## src/rtl/bip2_control_unit.sv

```systemverilog
// BIP2 multi-cycle control unit: fetch/decode/memory-read/execute sequencer.
// Control strobes are Moore decodes of state and IR; only EXEC branches look at the flags.
module bip2_control_unit #(
  parameter int DATA_WIDTH   = 16,
  parameter int OPCODE_WIDTH = 5
) (
  input  logic                  clk_in,
  input  logic                  rst_n_in,
  input  logic                  run_in,
  input  logic [DATA_WIDTH-1:0] instr_in,
  input  logic                  z_flag_in,
  input  logic                  n_flag_in,
  output logic [DATA_WIDTH-1:0] ir_out,
  output logic                  pc_inc_out,
  output logic                  pc_load_out,
  output logic                  mem_rd_out,
  output logic                  mem_wr_out,
  output logic                  acc_load_out,
  output logic [1:0]            acc_sel_out,
  output logic                  alu_op_out,
  output logic                  alu_src_out,
  output logic                  halted_out,
  output logic [2:0]            state_out
);

  typedef enum logic [2:0] {
    S_IDLE   = 3'b000,
    S_FETCH  = 3'b001,
    S_DECODE = 3'b010,
    S_MEMRD  = 3'b011,
    S_EXEC   = 3'b100,
    S_HALT   = 3'b101
  } state_t;

  localparam logic [OPCODE_WIDTH-1:0] OP_HLT  = OPCODE_WIDTH'(0);
  localparam logic [OPCODE_WIDTH-1:0] OP_STO  = OPCODE_WIDTH'(1);
  localparam logic [OPCODE_WIDTH-1:0] OP_LD   = OPCODE_WIDTH'(2);
  localparam logic [OPCODE_WIDTH-1:0] OP_LDI  = OPCODE_WIDTH'(3);
  localparam logic [OPCODE_WIDTH-1:0] OP_ADD  = OPCODE_WIDTH'(4);
  localparam logic [OPCODE_WIDTH-1:0] OP_ADDI = OPCODE_WIDTH'(5);
  localparam logic [OPCODE_WIDTH-1:0] OP_SUB  = OPCODE_WIDTH'(6);
  localparam logic [OPCODE_WIDTH-1:0] OP_SUBI = OPCODE_WIDTH'(7);
  localparam logic [OPCODE_WIDTH-1:0] OP_BEQ  = OPCODE_WIDTH'(8);
  localparam logic [OPCODE_WIDTH-1:0] OP_BNE  = OPCODE_WIDTH'(9);
  localparam logic [OPCODE_WIDTH-1:0] OP_BGT  = OPCODE_WIDTH'(10);
  localparam logic [OPCODE_WIDTH-1:0] OP_BGE  = OPCODE_WIDTH'(11);
  localparam logic [OPCODE_WIDTH-1:0] OP_BLT  = OPCODE_WIDTH'(12);
  localparam logic [OPCODE_WIDTH-1:0] OP_BLE  = OPCODE_WIDTH'(13);
  localparam logic [OPCODE_WIDTH-1:0] OP_JMP  = OPCODE_WIDTH'(14);

  state_t                  r_state;
  logic [DATA_WIDTH-1:0]   r_ir;
  logic [OPCODE_WIDTH-1:0] w_opcode;
  logic                    w_is_branch;
  logic                    w_taken;

  assign w_opcode  = r_ir[DATA_WIDTH-1 -: OPCODE_WIDTH];
  assign ir_out    = r_ir;
  assign state_out = r_state;

  always_ff @(posedge clk_in or negedge rst_n_in) begin
    if (!rst_n_in) begin
      r_state <= S_IDLE;
      r_ir    <= '0;
    end else begin
      case (r_state)
        S_IDLE:   if (run_in) r_state <= S_FETCH;
        S_FETCH: begin
          r_ir    <= instr_in;
          r_state <= S_DECODE;
        end
        S_DECODE: begin
          if (w_opcode == OP_HLT)
            r_state <= S_HALT;
          else if (w_opcode == OP_LD || w_opcode == OP_ADD || w_opcode == OP_SUB)
            r_state <= S_MEMRD;
          else
            r_state <= S_EXEC;
        end
        S_MEMRD:  r_state <= S_EXEC;
        S_EXEC:   r_state <= run_in ? S_FETCH : S_IDLE;
        S_HALT:   r_state <= S_HALT;
        default:  r_state <= S_IDLE;
      endcase
    end
  end

  always_comb begin
    w_is_branch = 1'b1;
    w_taken     = 1'b0;
    case (w_opcode)
      OP_BEQ:  w_taken = z_flag_in;
      OP_BNE:  w_taken = !z_flag_in;
      OP_BGT:  w_taken = !z_flag_in && !n_flag_in;
      OP_BGE:  w_taken = !n_flag_in;
      OP_BLT:  w_taken = n_flag_in;
      OP_BLE:  w_taken = n_flag_in || z_flag_in;
      default: w_is_branch = 1'b0;
    endcase
  end

  always_comb begin
    pc_inc_out   = 1'b0;
    pc_load_out  = 1'b0;
    mem_rd_out   = 1'b0;
    mem_wr_out   = 1'b0;
    acc_load_out = 1'b0;
    acc_sel_out  = 2'b00;
    alu_op_out   = 1'b0;
    alu_src_out  = 1'b0;
    halted_out   = 1'b0;
    case (r_state)
      S_MEMRD: mem_rd_out = 1'b1;
      S_HALT:  halted_out = 1'b1;
      S_EXEC: begin
        if (w_is_branch) begin
          pc_load_out = w_taken;
          pc_inc_out  = !w_taken;
        end else begin
          case (w_opcode)
            OP_STO: begin
              mem_wr_out = 1'b1;
              pc_inc_out = 1'b1;
            end
            OP_LD: begin
              acc_load_out = 1'b1;
              pc_inc_out   = 1'b1;
            end
            OP_LDI: begin
              acc_load_out = 1'b1;
              acc_sel_out  = 2'b10;
              pc_inc_out   = 1'b1;
            end
            OP_ADD, OP_ADDI, OP_SUB, OP_SUBI: begin
              acc_load_out = 1'b1;
              acc_sel_out  = 2'b01;
              alu_op_out   = (w_opcode == OP_SUB) || (w_opcode == OP_SUBI);
              alu_src_out  = (w_opcode == OP_ADDI) || (w_opcode == OP_SUBI);
              pc_inc_out   = 1'b1;
            end
            OP_JMP:  pc_load_out = 1'b1;
            default: pc_inc_out  = 1'b1;
          endcase
        end
      end
      default: ;
    endcase
  end

endmodule

```

## config.mk

```make
export PLATFORM = sky130hd
export DESIGN_NAME = bip2_control_unit
export DESIGN_NICKNAME = d
export VERILOG_FILES = /design/src/rtl/bip2_control_unit.sv
export SDC_FILE = /design/constraint.sdc
export NUM_CORES = 1
export LEC_CHECK = 0
export ABC_AREA = 1
export CAP_MARGIN = 20
export CORE_UTILIZATION = 29
export CTS_CLUSTER_DIAMETER = 200
export DETAILED_ROUTE_END_ITERATION = 16
export HOLD_SLACK_MARGIN = 0.05
export PLACE_DENSITY = 0.66
export SYNTH_ARGS = -nofsm -noshare
export SYNTH_HDL_FRONTEND = slang
export SYNTH_SLANG_ARGS = --single-unit
```

## constraint.sdc

```tcl
create_clock -name clk_in -period 1.7 [get_ports clk_in]
set_input_delay 0.34 -clock clk_in [delete_from_list [all_inputs] [get_ports clk_in]]
set_output_delay 0.34 -clock clk_in [all_outputs]
set_load 0.05 [all_outputs]
```

==> run metrics, run 1 <==
port bufs=49; CP Launch Type=flip-flop; register area=485.5 µm²; CP most frequent cell=nand2_1; worst setup margin=-0.1872 ns; largest net degree at the start of global routing=23; crit-path cells=buf_6 -> nand2_1 -> nor2_1 -> nand2_1 -> nand3_2 -> nand2_1 -> nor2_2 -> buf_12; Syn Area/Cell=9.523 µm²; WS Path Type=flip-flop to output pin; CTS Buffer Depth=2; measured slew at the worst slew-check pin=0.2570 ns; Die ar.=3788 µm²; worst hold slack=0.3708 ns; Clock transition at path regs=0.10 ns; Crit path max-delay family=simple AND/OR/NAND/NOR gates; initial antenna violation count=0; antenna viol nets, final=0; Max Fclk=529.9 MHz; die width=61.55 µm; gp weighted congestion=0.7333; vias=1018; Post-CTS Hold Buffers=0; total gr overflow=0; Layout Nets=201; Seq/Total Area, Yosys=0.4623; Via density=4.524; Tcrit/Tclk final=1.110; max-cap viol count=0; CP max FO=5; Slew headroom=0.8271; HP Class=primary input to async pin; Yosys reg bits=19; Yosys cell types=26; Root Buffer=clkbuf_4; first-pass GRT wire length=4188 µm; Core Util, Final=0.5885; Multi-input gate area=618.1 µm²; CTS sink cnt=19; CP required=1.36 ns; CTS tree=built; Routed wire per std cell=11.65 µm; Tot GR Track Use=0.1492; Pwr Density=2083 nW/µm²; WP data arrival=1.55 ns; violations in the final reports=setup timing; CTS Buf Count=3; core area=3363 µm²; first-iteration detailed-routing DRC count=15; Synth-to-Final Area Change=92.46%; slowest cell delay on critical path=0.46 ns; worst clock skew=0.0007154 ns; Fill cells=296; synthesized instance count=108; layout cells sized above 1=0.5922; Final Max Slew Viols=0; io pins=50; Setup Viol. Count Final=8; iteration count of the initial detailed-routing pass=5; yosys warns=0; LEAKAGE=0.0008733 µW; # diodes=0; Cell Rows=21; RSZ-0062 raised after global routing=true; reg-to-reg slack, setup=0.34 ns; CTS H-tree lvls=1; placed wire-length estimate=1928 µm; Pwr Total=4123 µW; setup TNS=-1.057 ns; syn_nets=129; DRC viols=0; Peak VDD IR=0.001162 V; Critical-path top delay cell=dfrtp_2; vias in the first global route=1040; WP buf/inv=2; status=finished with violations; WL final=2622 µm; Clock Latency Late Sink=0.28 ns; Starting Density=0.3058; CP Capture Type=output pin; crit path time final=1.887 ns; Final Hold Vio Count=0; Mapped Area=1028 µm²; Die Ht=61.55 µm; cell area after layout=1979 µm²; DP Area=1758 µm²
-- layer usage --
layer,vias up,routed length (µm),share of wire,track usage
met1,482,1012,0.39,0.1579
met5,-,0,0,0
met3,4,136,0.052,0.02731
li1,497,-,-,-
met4,0,28,0.011,0.06984
met2,35,1444,0.55,0.2826
-- logic make-up after synthesis --
logic type | count (synthesis) | share of synthesized area
mux | 11 | 0.1533
simple gates | 48 | 0.2372
compound gates | 13 | 0.07665
buf+inv | 17 | 0.07055
flops | 19 | 0.4623
-- area by class of cell --
type,count,share of cell area
well taps,46,0.02908
multi-input cells,72,0.3123
inverters,15,0.03224
clock buffers,4,0.01327
repair buffers,69,0.3679
flip-flops and latches,19,0.2453
-- Yosys cell counts --
master,n,share of area
nand3_2,4,0.039
a21oi_1,7,0.034
nor2_4,1,0.011
nor4_1,1,0.0061
buf_2,1,0.0049
nand3_1,5,0.024
o21ai_1,1,0.0049
a311oi_1,1,0.0085
dfrtp_1,19,0.46
and3_4,1,0.011
nand2_1,12,0.044
nor3_1,1,0.0049
mux2_2,2,0.022
inv_1,11,0.040
nor2_2,1,0.0061
nand4_1,2,0.012
buf_6,1,0.011
mux2_4,9,0.13
a211oi_1,1,0.0073
nor2_1,18,0.066
o211ai_1,1,0.0073
inv_2,4,0.015
nand2_2,1,0.0061
o21ai_2,1,0.0085
a31oi_1,1,0.0061
nand3b_1,1,0.0073
-- cells in the final DEF (no fill, tap or decap) --
cell type / Yosys / final
a211oi_4: 0 / 1
a21oi_2: 0 / 1
nor2_1: 18 / 8
and3_4: 1 / 1
nor4_1: 1 / 1
clkdlybuf4s50_1: 0 / 19
inv_4: 0 / 3
nand4_1: 2 / 2
dlygate4sd2_1: 0 / 1
o21ai_2: 1 / 1
clkbuf_1: 0 / 1
nor3_4: 0 / 1
mux2_4: 9 / 9
nand2_4: 0 / 1
buf_4: 0 / 34
nand3_2: 4 / 6
mux2_2: 2 / 2
nor2_2: 1 / 5
buf_12: 0 / 12
dfrtp_2: 0 / 8
o21ai_1: 1 / 1
a21oi_1: 7 / 6
a31oi_4: 0 / 1
nand3b_1: 1 / 1
nand2_1: 12 / 9
a311oi_4: 0 / 1
o211ai_1: 1 / 1
inv_1: 11 / 9
nor2_4: 1 / 7
nand2_2: 1 / 3
clkbuf_4: 0 / 3
nand3_1: 5 / 3
buf_6: 1 / 3
inv_2: 4 / 3
dfrtp_1: 19 / 11
-- worst paths after layout --
| path | from | to | depth (start not counted) |
|---|---|---|---|
| min | rst_n_in | ir_out[6] | 2 |
| min reg2reg | ir_out[0] | ir_out[0] | 1 |
| max in group asynchronous | rst_n_in | state_out[1] | 2 |
| min in group clk_in | ir_out[0] | ir_out[0] | 1 |
| max | ir_out[13] | pc_load_out | 8 |
| max reg2reg | ir_out[12] | state_out[2] | 6 |
-- sequential cells by signal, summed over array words and instances, names as in the netlist --
name,count
ir_out,16
state_out,3
-- power by group --
part / switching, µW / internal, µW / leakage [µW]
Sequential: 263 / 697 / 0.000213
Combinational: 1710 / 1240 / 0.000645
Clock: 122 / 91.0 / 0.0000150
Total: 2100 / 2020 / 0.000873
-- what timing repair did --
| item | CTS | global route |
|---|---|---|
| hold endpoints to repair | 0 | 0 |
| setup endpoints to repair | 8 | 8 |
| resized for setup | 12 | 5 |
| pin swaps | 9 | 3 |
| buffers inserted | 12 | 4 |
-- per-stage QoR --
| step | setup slack, ns | std cells |
|---|---|---|
| 4_1_cts | -0.1889 | 221 |
| 6_report | -0.1872 | 225 |
| 2_1_floorplan | -0.2423 | 108 |
| 3_3_place_gp | -0.1664 | 205 |
| 3_5_place_dp | -0.1898 | 205 |
| 5_1_grt | -0.3087 | 225 |
(Power assumes the default switching activity.)
==> run 2: changes to the inputs <==
Settings changed: CORE_MARGIN from default to 2.
==> run metrics, run 2 (same netlist as run 1, synthesis figures left out) <==
most frequent cells in the layout=31 x buf_4, 20 x clkdlybuf4s50_1, 13 x buf_12; HP Class=primary input to async pin; DP Area=1758 µm² (unchanged); die width=63.55 µm (+3.2%); worst setup margin=-0.1956 ns (-0.008399 ns); first-iteration detailed-routing DRC count=28 (+13); Die ar.=4039 µm² (+6.6%); iteration count of the initial detailed-routing pass=4 (-1); CP required=1.36 ns (about the same); Reg-to-Reg Start=ir_out[13]; initial antenna violation count=0 (unchanged); vias in the first global route=1057 (+1.6%); total gr overflow=0 (unchanged); LEAKAGE=0.0008667 µW (-0.75%); WP data arrival=1.56 ns (about the same); CP Launch Type=flip-flop; Routed wire per std cell=12.06 µm (+3.5%); Setup Viol. Count Final=8 (unchanged); CTS H-tree lvls=1 (unchanged); slowest cell delay on critical path=0.47 ns (about the same); CTS Buffer Depth=2 (unchanged); crit-path cells=buf_6 -> a211oi_4 -> nand3_4 -> a21oi_4 -> buf_12; Fill cells=312 (+5.4%); measured slew at the worst slew-check pin=0.2701 ns (+0.01312 ns); Slew headroom=0.8199 (-0.007170); CP Launch Point=ir_out[13]; # diodes=0 (unchanged); Cell Rows=21 (unchanged); Final Hold Vio Count=0 (unchanged); CP max FO=5 (unchanged); worst clock skew=0.003892 ns (+0.003176 ns); crit path time final=1.896 ns (+0.008399 ns); Die Ht=63.55 µm (+3.2%); Synth-to-Final Area Change=92.82%; DRC viols=0 (unchanged); Clock transition at path regs=0.11 ns (about the same); status=finished with violations; max reg flops=16 (unchanged); Pwr Density=2061 nW/µm² (-1.1%); vias=1013 (-0.49%); max-cap viol count=0 (unchanged); Layout Nets=199 (-1.0%); Post-CTS Hold Buffers=0 (unchanged); commonest non-fill, non-tap cell in the layout=buf_4; CTS tree=built; Peak VDD IR=0.001184 V (+1.9%); core area=3363 µm² (unchanged); io pins=50 (unchanged); Starting Density=0.3058 (unchanged); gp weighted congestion=0.6579 (-10%); first-pass GRT wire length=4519 µm (+7.9%); WS Path Type=flip-flop to output pin; Final Max Slew Viols=0 (unchanged); Pwr Total=4087 µW (-0.87%); largest net degree at the start of global routing=23 (unchanged); CTS sink cnt=19 (unchanged); antenna viol nets, final=0 (unchanged); port bufs=49 (unchanged); Tcrit/Tclk final=1.115 (+0.004941); violations in the final reports=setup timing; Inst Count DP=205 (unchanged); Tot GR Track Use=0.1406 (-0.008612); CTS Buf Count=3 (unchanged); Via density=4.543 (+0.40%); non-filler cells in the finished layout=223 (-0.89%); RSZ-0062 raised after global routing=true; CP Capture Type=output pin; Crit path max-delay family=flip-flops; Clock Latency Late Sink=0.29 ns (about the same); placed wire-length estimate=1994 µm (+3.4%); WL final=2690 µm (+2.6%); Max Fclk=527.5 MHz (-0.44%); Root Buffer=clkbuf_4; layout cells sized above 1=0.5876 (-0.004608); cell area after layout=1983 µm² (+0.19%); WP buf/inv=2 (unchanged); Critical-path top delay cell=dfrtp_2
[run 2: layout make-up]
type	count	area, µm²	area share
Clock inverter	1	5.005	0.002524
Sequential cell	19	485.5	0.2448
Clock buffer	3	22.52	0.01136
Tap cell	46	57.56	0.02902
Timing Repair Buffer	67	726.9	0.3666
Multi-Input combinational cell	72	621.8	0.3136
Inverter	15	63.81	0.03218
[run 2: routing by layer]
metal / wire (µm) / vias to the layer above / track usage
met5: 0 / - / 0
met4: 26 / 0 / 0.04620
met3: 132 / 4 / 0.03036
met2: 1481 / 33 / 0.2618
met1: 1050 / 478 / 0.1568
li1: - / 498 / -
[run 2: path summary, 6_finish.rpt]
path / cells after the start / endpoint / slack, ns
max reg2reg: 8 / state_out[2] / 0.28
min: 2 / ir_out[10] / 0.37
min reg2reg: 1 / ir_out[1] / 0.52
min in group clk_in: 1 / ir_out[1] / 0.52
max in group asynchronous: 2 / state_out[0] / 1.12
max: 5 / pc_inc_out / -0.20
[run 2: power breakdown]
group / switching (µW) / internal (µW) / leakage [µW]
logic: 1710 / 1210 / 0.000636
clock network: 131 / 87.3 / 0.0000177
registers: 253 / 697 / 0.000213
total: 2100 / 1990 / 0.000867
[run 2: worst register-to-register path, cell delays in order, from the launching register on]
cell      delay, ns
dfrtp_2        0.45
inv_1          0.09
nor2_2         0.13
buf_4          0.12
buf_4          0.10
nand3_1        0.09
and3_4         0.19
nand2_1        0.06
nand3b_1       0.08
[run 2: per-stage QoR]
step	hold WS, ns	worst slack (ns)	TNS (ns)	utilization
2_1_floorplan	0.04441	-0.2423	-0.7642	-
3_3_place_gp	0.4925	-0.1631	-0.3149	0.5227
3_5_place_dp	0.4978	-0.1962	-0.3588	0.5227
4_1_cts	0.3639	-0.2067	-1.254	0.5621
5_1_grt	0.3692	-0.2706	-2.012	0.5897
6_report	0.3682	-0.1956	-1.279	0.5897
[run 2: what timing repair did]
| action | in CTS | in global routing |
|---|---|---|
| pin swaps | 9 | 9 |
| setup buffers | 9 | 5 |
| cloned | 0 | 0 |
| setup endpoints to repair | 8 | 8 |
| resized for setup | 8 | 10 |
==> run 3: changes to the inputs <==
Settings changed: CORE_UTILIZATION 29 to 40, CTS_CLUSTER_SIZE from default to 20, PLACE_DENSITY 0.66 to 0.84, TNS_END_PERCENT from default to 100.
==> run metrics, run 3 (same netlist as run 1, synthesis figures left out) <==
status=finished with violations; violations in the final reports=setup timing; CP Launch Type=flip-flop; first-pass GRT wire length=4215 µm (-6.7%); total gr overflow=0 (unchanged); placed wire-length estimate=1957 µm (-1.8%); CTS Buffer Depth=2 (unchanged); metal2 WL=1627 µm (+9.9%); io pins=50 (unchanged); max-cap viol count=0 (unchanged); Slew headroom=0.8206 (about the same); die width=54.71 µm (-14%); vias=1018 (+0.49%); Int Pwr=2035 µW (+2.3%); DRC viols=0 (unchanged); Metal-1 WL=1210 µm (+15%); HP Class=primary input to async pin; initial antenna violation count=0 (unchanged); CTS Buf Count=3 (unchanged); # diodes=0 (unchanged); crit path time final=1.980 ns (+0.08451 ns); top sig layer=met4; Via density=4.918 (+8.3%); Layout Nets=199 (unchanged); first-iteration detailed-routing DRC count=19 (-32%); max reg flops=16 (unchanged); WL final=3093 µm (+15%); most frequent cells in the layout=30 x buf_4, 19 x clkdlybuf4s50_1, 12 x buf_12; CTS tree=built; Final Max Slew Viols=0 (unchanged); vias in the first global route=941 (-11%); WP data arrival=1.64 ns (+0.08 ns); Final Hold Vio Count=0 (unchanged); combinational share of power=0.714 (about the same); CTS H-tree lvls=1 (unchanged); setup TNS=-1.383 ns (-0.1041 ns); Pwr Total=4265 µW (+4.4%); Die Ht=54.71 µm (-14%); largest net degree at the start of global routing=23 (unchanged); Net Sw Frac=0.5228 (+0.009757); iteration count of the initial detailed-routing pass=4 (unchanged); CP max FO=4 (-1); Synth-to-Final Area Change=94.16%; Root Buffer=clkbuf_4; Starting Density=0.4190 (+0.1132); RSZ-0062 raised after global routing=true; WS Path Type=flip-flop to output pin; CTS sink cnt=19 (unchanged); worst clock skew=0.003617 ns (-0.0002745 ns); commonest non-fill, non-tap cell in the layout=buf_4; layout cells sized above 1=0.6102 (+0.02260); Die ar.=2993 µm² (-26%); Max Fclk=505.0 MHz (-4.3%); CP required=1.36 ns (about the same); CP Capture Type=output pin; Cell Rows=18 (-14%); Routed wire per std cell=14.94 µm (+24%); Switch Pwr=2230 µW (+6.4%); Pwr Density=2136 nW/µm² (+3.7%); Tot GR Track Use=0.2001 (+0.05952); Clock Latency Late Sink=0.29 ns (about the same); Peak VDD IR=0.001636 V (+38%); LEAKAGE=0.0008839 µW (+2.0%); port bufs=49 (unchanged); Setup Viol. Count Final=8 (unchanged); antenna viol nets, final=0 (unchanged); core area=2455 µm² (-27%); Clock transition at path regs=0.11 ns (about the same); Detail Route met3 WL=205 µm (+55%); Clk pwr share=0.053 (about the same); measured slew at the worst slew-check pin=0.2666 ns (-0.003540 ns); Post-CTS Hold Buffers=0 (unchanged); Tcrit/Tclk final=1.165 (+0.04971); gp weighted congestion=0.7635 (+16%); Seq pwr share=0.233 (about the same); worst setup margin=-0.2802 ns (-0.08451 ns)
[run 3: cell types whose count changed in the layout (fill, tap and decap cells not counted), sizes merged]
cell / previous run / this run
clkdlybuf4s50: 20 / 19
inv: 14 / 15
clkinv: 2 / 0
dlymetal6s2s: 0 / 1
clkinvlp: 0 / 1
[run 3: worst max-delay path, cell delays in order (launching register included)]
cell     delay (ns)
dfrtp_2        0.48
inv_4          0.11
nand2_4        0.06
nand2_2        0.09
nand2_2        0.07
nand3_2        0.11
nand3_4        0.11
a21oi_4        0.17
buf_12         0.15
[run 3: timing repair]
item | in CTS | in global routing
pin swaps | 8 | 9
gates resized for setup | 8 | 20
setup endpoints to repair | 8 | 8
setup buffers | 11 | 3
[run 3: area by class of cell]
class                      instances  area (µm²)
fill                             142       457.9
clock buffer                       3       22.52
clock inverter                     1       7.507
sequential                        19       485.5
multi-input combinational         72       653.1
inverter                          15       66.31
timing repair buffer              67       724.4
tap                               30       37.54
[run 3: path summary, 6_finish.rpt]
path | start | end | slack [ns] | cells after the start
max in group asynchronous | rst_n_in | state_out[0] | 1.13 | 2
worst max register to register | ir_out[13] | state_out[2] | 0.28 | 8
worst max-delay path | ir_out[11] | pc_inc_out | -0.28 | 8
worst min-delay path | rst_n_in | ir_out[3] | 0.36 | 2
min in group clk_in | ir_out[7] | ir_out[7] | 0.53 | 1
worst min register to register | ir_out[7] | ir_out[7] | 0.53 | 1
[run 3: power groups by stage]
stage	combinational (µW)	sequential, µW	clock, µW
detailed placement	2550	943	0
floorplan	979	1700	0
finish	3040	992	228
global route	3200	1020	255
global placement	2490	939	0
CTS	2780	945	235
[run 3: through the flow]
step	worst slack (ns)	util	instances	hold WS, ns	area [µm²]
2_1_floorplan	-0.2423	-	108	0.04441	1119
3_3_place_gp	-0.1580	0.7080	189	0.4975	1738
3_5_place_dp	-0.1924	0.7080	189	0.5020	1738
4_1_cts	-0.1928	0.7681	204	0.3584	1886
5_1_grt	-0.3633	0.8135	207	0.3773	1997
6_report	-0.2802	0.8135	207	0.3607	1997
[run 3: layer usage]
| layer | vias up | GRT usage |
|---|---|---|
| met2 | 50 | 0.3393 |
| met5 | - | 0 |
| met3 | 4 | 0.03552 |
| li1 | 500 | - |
| met1 | 464 | 0.2483 |
| met4 | 0 | 0.08333 |
==> edit 1: new RTL, config.mk and constraints of run 1 <==
Put a register stage on the output `acc_load_out`, cleared by the reset. The value now appears one clock later. The other outputs are not delayed to match.
--- a/src/rtl/bip2_control_unit.sv
+++ b/src/rtl/bip2_control_unit.sv
@@ -48,4 +48,6 @@
   localparam logic [OPCODE_WIDTH-1:0] OP_BLE  = OPCODE_WIDTH'(13);
   localparam logic [OPCODE_WIDTH-1:0] OP_JMP  = OPCODE_WIDTH'(14);
+
+  logic acc_load_d;
 
   state_t                  r_state;
@@ -105,5 +107,5 @@
     mem_rd_out   = 1'b0;
     mem_wr_out   = 1'b0;
-    acc_load_out = 1'b0;
+    acc_load_d = 1'b0;
     acc_sel_out  = 2'b00;
     alu_op_out   = 1'b0;
@@ -124,14 +126,14 @@
             end
             OP_LD: begin
-              acc_load_out = 1'b1;
+              acc_load_d = 1'b1;
               pc_inc_out   = 1'b1;
             end
             OP_LDI: begin
-              acc_load_out = 1'b1;
+              acc_load_d = 1'b1;
               acc_sel_out  = 2'b10;
               pc_inc_out   = 1'b1;
             end
             OP_ADD, OP_ADDI, OP_SUB, OP_SUBI: begin
-              acc_load_out = 1'b1;
+              acc_load_d = 1'b1;
               acc_sel_out  = 2'b01;
               alu_op_out   = (w_opcode == OP_SUB) || (w_opcode == OP_SUBI);
@@ -148,4 +150,12 @@
   end
 
+  always_ff @(posedge clk_in or negedge rst_n_in) begin
+    if (!rst_n_in) begin
+      acc_load_out <= '0;
+    end else begin
+      acc_load_out <= acc_load_d;
+    end
+  end
+
 endmodule
 
Behaviour: not the same (a bounded check fails within 4 cycles, from zero or initial values and one cycle with rst_n_in low).
==> edit 1 against run 1 <==
The flow still finishes with violations (negative setup slack); power increased by 1.2%; clock power up 81%; setup slack got worse by 0.047 ns; worst hold slack lost 0.011 ns; cell area fell by 1.6%; sequential cell count rose by 1; non-clock buffer count is 2 higher; global-route usage fell by 0.32 points; combinational power is 4% lower; register-to-register slack got worse by 0.12 ns; critical path type unchanged; highest routed layer unchanged; routed wire length rose by 6.7%; cell count increased by 0.89%; synthesized area rose by 0.12%.
==> edit 1: results (changes against run 1) <==
- Crit path setup slack, layout: -0.234 ns (was -0.187 ns)
- Die width: 61.6 µm (about the same)
- Violated checks: negative setup slack (unchanged)
* Synth top area cells: dfrtp_1 49%, mux2_4 13%, nor2_1 6.6% (was dfrtp_1 46%, mux2_4 13%, nor2_1 6.6%)
* Per-cell routed wire length: 12.3 µm (was 11.7 µm)
- The most common cell type on the critical path is nand3_2 (was nand2_1).
- Fraction of layout instances using a drive strength above 1: 58.6% (was 59.2%)
* Resize count post-CTS: 10 (was 12)
- Post-CTS setup buffer count: 12 (unchanged)
- Static Leak: 0.890 nW (was 0.873 nW)
- Data arrival time of the critical path: 1.59 ns (was 1.55 ns)
- Worst clock skew: 0.00596 ns (was 0.000715 ns)
* Outcome: finished with violations (unchanged)
- Largest buffer count on any clock path: 2 (unchanged)
* Final net count: 203 (was 201)
- The proportion of synthesized chip area in sequential cells came to 48.6% (was 46.2%).
* GR Util met2: 26.6% (was 28.3%)
- Reg2Reg Depth: 7 (was 6)
* Worst-case vdd ir drop: 1.21 mV (was 1.16 mV)
- Weighted congestion at the end of routability-driven global placement: 0.792 (was 0.733)
* Largest incremental delay on the critical path: 0.50 ns (was 0.46 ns)
* Estimated wirelength of the detail-placed design: 1950 µm (was 1930 µm)
- The clock transition at the registers of the reported paths was 0.12 ns (was 0.10 ns).
- Post-synthesis cell type count: 24 (was 26)
- First-pass GRT wire length: 4070 µm (was 4190 µm)
- The via count of the first global-routing pass is 986 (was 1040).
- The CTS root buffer is clkbuf_4 (unchanged).
- Ranking of synthesized cells by instance count: 20 x dfrtp_1, 18 x nor2_1, 14 x nand2_1 (was 19 x dfrtp_1, 18 x nor2_1, 12 x nand2_1).
- Share of flip-flops with an asynchronous set or reset: 100% (unchanged)
- Final setup fails: 7 (was 8)
- GR met3 Demand/Resource: 3.78% (was 2.73%)
- Max Fanout on Critical Path: 6 (was 5)
* Headroom to the max-slew limit: 77.0% (was 82.7%)
- The clock latency reported for the late side of the worst-skew pair is 0.30 ns (was 0.28 ns).
* Average vias per placed instance: 4.67 (was 4.52)
- First-pass iteration count of the detailed router: 4 (was 5)
- Initial DRC Count: 19 (was 15)
- Final Util: 57.9% (was 58.9%)
* GRT Total Usage: 14.6% (was 14.9%)
- Met1 Resource Use GR: 16.4% (was 15.8%)
-- edit 1: worst max-delay path: cells and delay by family (launching register included) --
family	cells	cell delay, ns
flops	1	0.50
simple gates	3	0.33
compound gates	1	0.20
buf+inv	2	0.27
-- edit 1: cell families after synthesis --
| kind of cell | share of synthesized area (%) |
|---|---|
| flops | 48.6 |
| simple gates | 21.5 |
| buf+inv | 6.68 |
| compound gates | 7.90 |
| mux | 15.3 |
-- edit 1: metal layers --
metal | vias to the layer above | wire length, µm
li1 | 507 | -
met3 | 6 | 184
met1 | 506 | 1080
met5 | - | 0
met2 | 41 | 1440
met4 | 0 | 99
-- edit 1: path summary, 6_finish.rpt --
path                              start         end  slack (ns)
max                          ir_out[12]  pc_inc_out       -0.23
max in group asynchronous      rst_n_in  ir_out[13]        1.11
min                            rst_n_in   ir_out[7]        0.36
min in group clk_in           ir_out[2]   ir_out[2]        0.52
max reg2reg                state_out[1]   ir_out[1]        0.22
min reg2reg                   ir_out[2]   ir_out[2]        0.52
-- edit 1: cell type report --
class,instances,area [µm²]
fill,303,1420
tap,46,57.6
clock buffer,3,22.5
multi-input combinational,72,551
timing repair buffer,71,718
sequential,20,510
inverter,14,57.6
clock inverter,1,30.0
-- edit 1: metrics by stage --
step	setup WS (ns)	setup TNS [ns]	cells	power (W)	cell area, µm²
3_5_place_dp	-0.220	-0.433	205	0.00339	1700
2_1_floorplan	-0.225	-1.18	108	0.00263	1080
3_3_place_gp	-0.163	-0.302	205	0.00334	1700
5_1_grt	-0.303	-1.63	227	0.00437	1950
4_1_cts	-0.183	-0.815	221	0.00401	1870
6_report	-0.234	-1.13	227	0.00417	1950
-- edit 1: power by group --
group          switching [W]  internal (W)  leakage (nW)
sequential          0.000239      0.000721         0.227
combinational        0.00166       0.00116         0.635
clock               0.000147      0.000238        0.0279
==> edit 2: new RTL, config.mk and constraints of run 1 <==
Made on the original files. Set the parameter `DATA_WIDTH` to 32 (it was 16).
--- a/src/rtl/bip2_control_unit.sv
+++ b/src/rtl/bip2_control_unit.sv
@@ -2,5 +2,5 @@
 // Control strobes are Moore decodes of state and IR; only EXEC branches look at the flags.
 module bip2_control_unit #(
-  parameter int DATA_WIDTH   = 16,
+  parameter int DATA_WIDTH   = 32,
   parameter int OPCODE_WIDTH = 5
 ) (
Interface: changed (resized instr_in and ir_out); port bits go from 50 to 82. The function was not compared with the original's and may differ.
==> edit 2 against run 1 <==
The flow still finishes with violations (negative setup slack); sequential cell count grew 16; cell area rose by 46%; cell count is 41% higher; clock power rose to 2.6 times the old value; synthesized area increased by 55%; power increased by 56%; setup slack better by 0.020 ns; routed wire length grew 48%; sequential power grew 70%; register-to-register slack better by 0.03 ns; utilization shrank 3.2 points; largest cell class unchanged.
==> edit 2: results (changes against run 1) <==
- Violated checks: negative setup slack (unchanged).
- The number of flip-flops and latches is 35 (was 19).
- The inverter count of the layout excluding clock inverters came to 16 (was 15).
- Total Neg Setup Slack: -0.956 ns (was -1.06 ns)
- Per-cell routed wire length: 12.2 µm (was 11.7 µm)
- GR met3 Demand/Resource: 4.31% (was 2.73%)
* Crit path setup slack, layout: -0.168 ns (was -0.187 ns)
* Data arrival time of the critical path: 1.53 ns (was 1.55 ns)
- Metal1 wirelength: 1580 µm (was 1010 µm)
* Reg2Reg Depth: 4 (was 6)
- The global-route met1 utilization was 16.3% (was 15.8%).
- Startpoint of the most critical setup path: ir_out[28] (was ir_out[13])
* Average vias per placed instance: 4.43 (was 4.52)
* Met3 routed wirelength: 204 µm (was 136 µm)
- Total standard cell area after synthesis: 1590 µm² (was 1030 µm²)
* Post-Synthesis Net Count: 181 (was 129)
* Fraction of layout instances using a drive strength above 1: 55.2% (was 59.2%)
* Cell chosen for the clock root: clkbuf_8 (was clkbuf_4)
- Met2 wirelength from detailed routing: 2090 µm (was 1440 µm)
- Area share of buffers outside the clock network: 34.4% (was 36.8%)
- Final setup fails: 8 (unchanged)
* Outcome: finished with violations (unchanged)
* Pre-CTS worst setup slack: -0.293 ns (was -0.190 ns)
* Nonclk buf count: 100 (was 69)
* Seq/total area: 30.6% (was 24.5%)
- Capturing element of the worst setup path: pc_inc_out (was pc_load_out)
* Multi-input gates: 89 (was 72)
- FILL cells: 462 (was 296)
- Worst clock skew: 0.00489 ns (was 0.000715 ns)
- Worst-case vdd ir drop: 1.05 mV (was 1.16 mV)
- Endpoint of the worst-slack reg-to-reg timing path: ir_out[2] (was state_out[2])
- The placed cell count came to 298 (was 205).
- The aggregate global-route resource usage is 14.2% (was 14.9%).
- Htree depth: 2 (was 1)
* Ranking of synthesized cells by instance count: 35 x dfrtp_1, 19 x nor2_1, 18 x mux2_2 (was 19 x dfrtp_1, 18 x nor2_1, 12 x nand2_1)
* Post-CTS setup buffer count: 3 (was 12)
- The total via count after detailed routing is 1410 (was 1018).
==> edit 2: changes by cell type after synthesis, sizes merged, moves of 2 or more <==
cell,change
buf,+2
nand3,+3
dfrtp,+16
mux2,+16
nand2,+2
==> edit 2: kinds of logic after synthesis <==
kind of cell           after synthesis
AND/OR/NAND/NOR                     50
buffers and inverters               20
AO/OA/AOI/OAI                       12
multiplexers                        27
flip-flops                          35
==> edit 2: worst max-delay path: stages, from the launching register on <==
cell and delay (ns):
dfrtp_2 0.46, a211oi_4 0.29, nand3_2 0.15, a21oi_4 0.19, buf_12 0.15
==> edit 2: report_power, final <==
group,internal [W],switching [W],total (W)
Combinational,0.00164,0.00260,0.00425
Clock,0.000287,0.000274,0.000561
Sequential,0.00128,0.000347,0.00163
==> edit 2: how the worst min path moves through the flow <==
stage | to | slack, ns
after detailed placement | ir_out[10] | 0.29
after floorplan | ir_out[0] | 0.04
after CTS | ir_out[7] | 0.51
final | ir_out[7] | 0.51
after global placement | ir_out[3] | 0.29
after global routing | ir_out[23] | 0.53
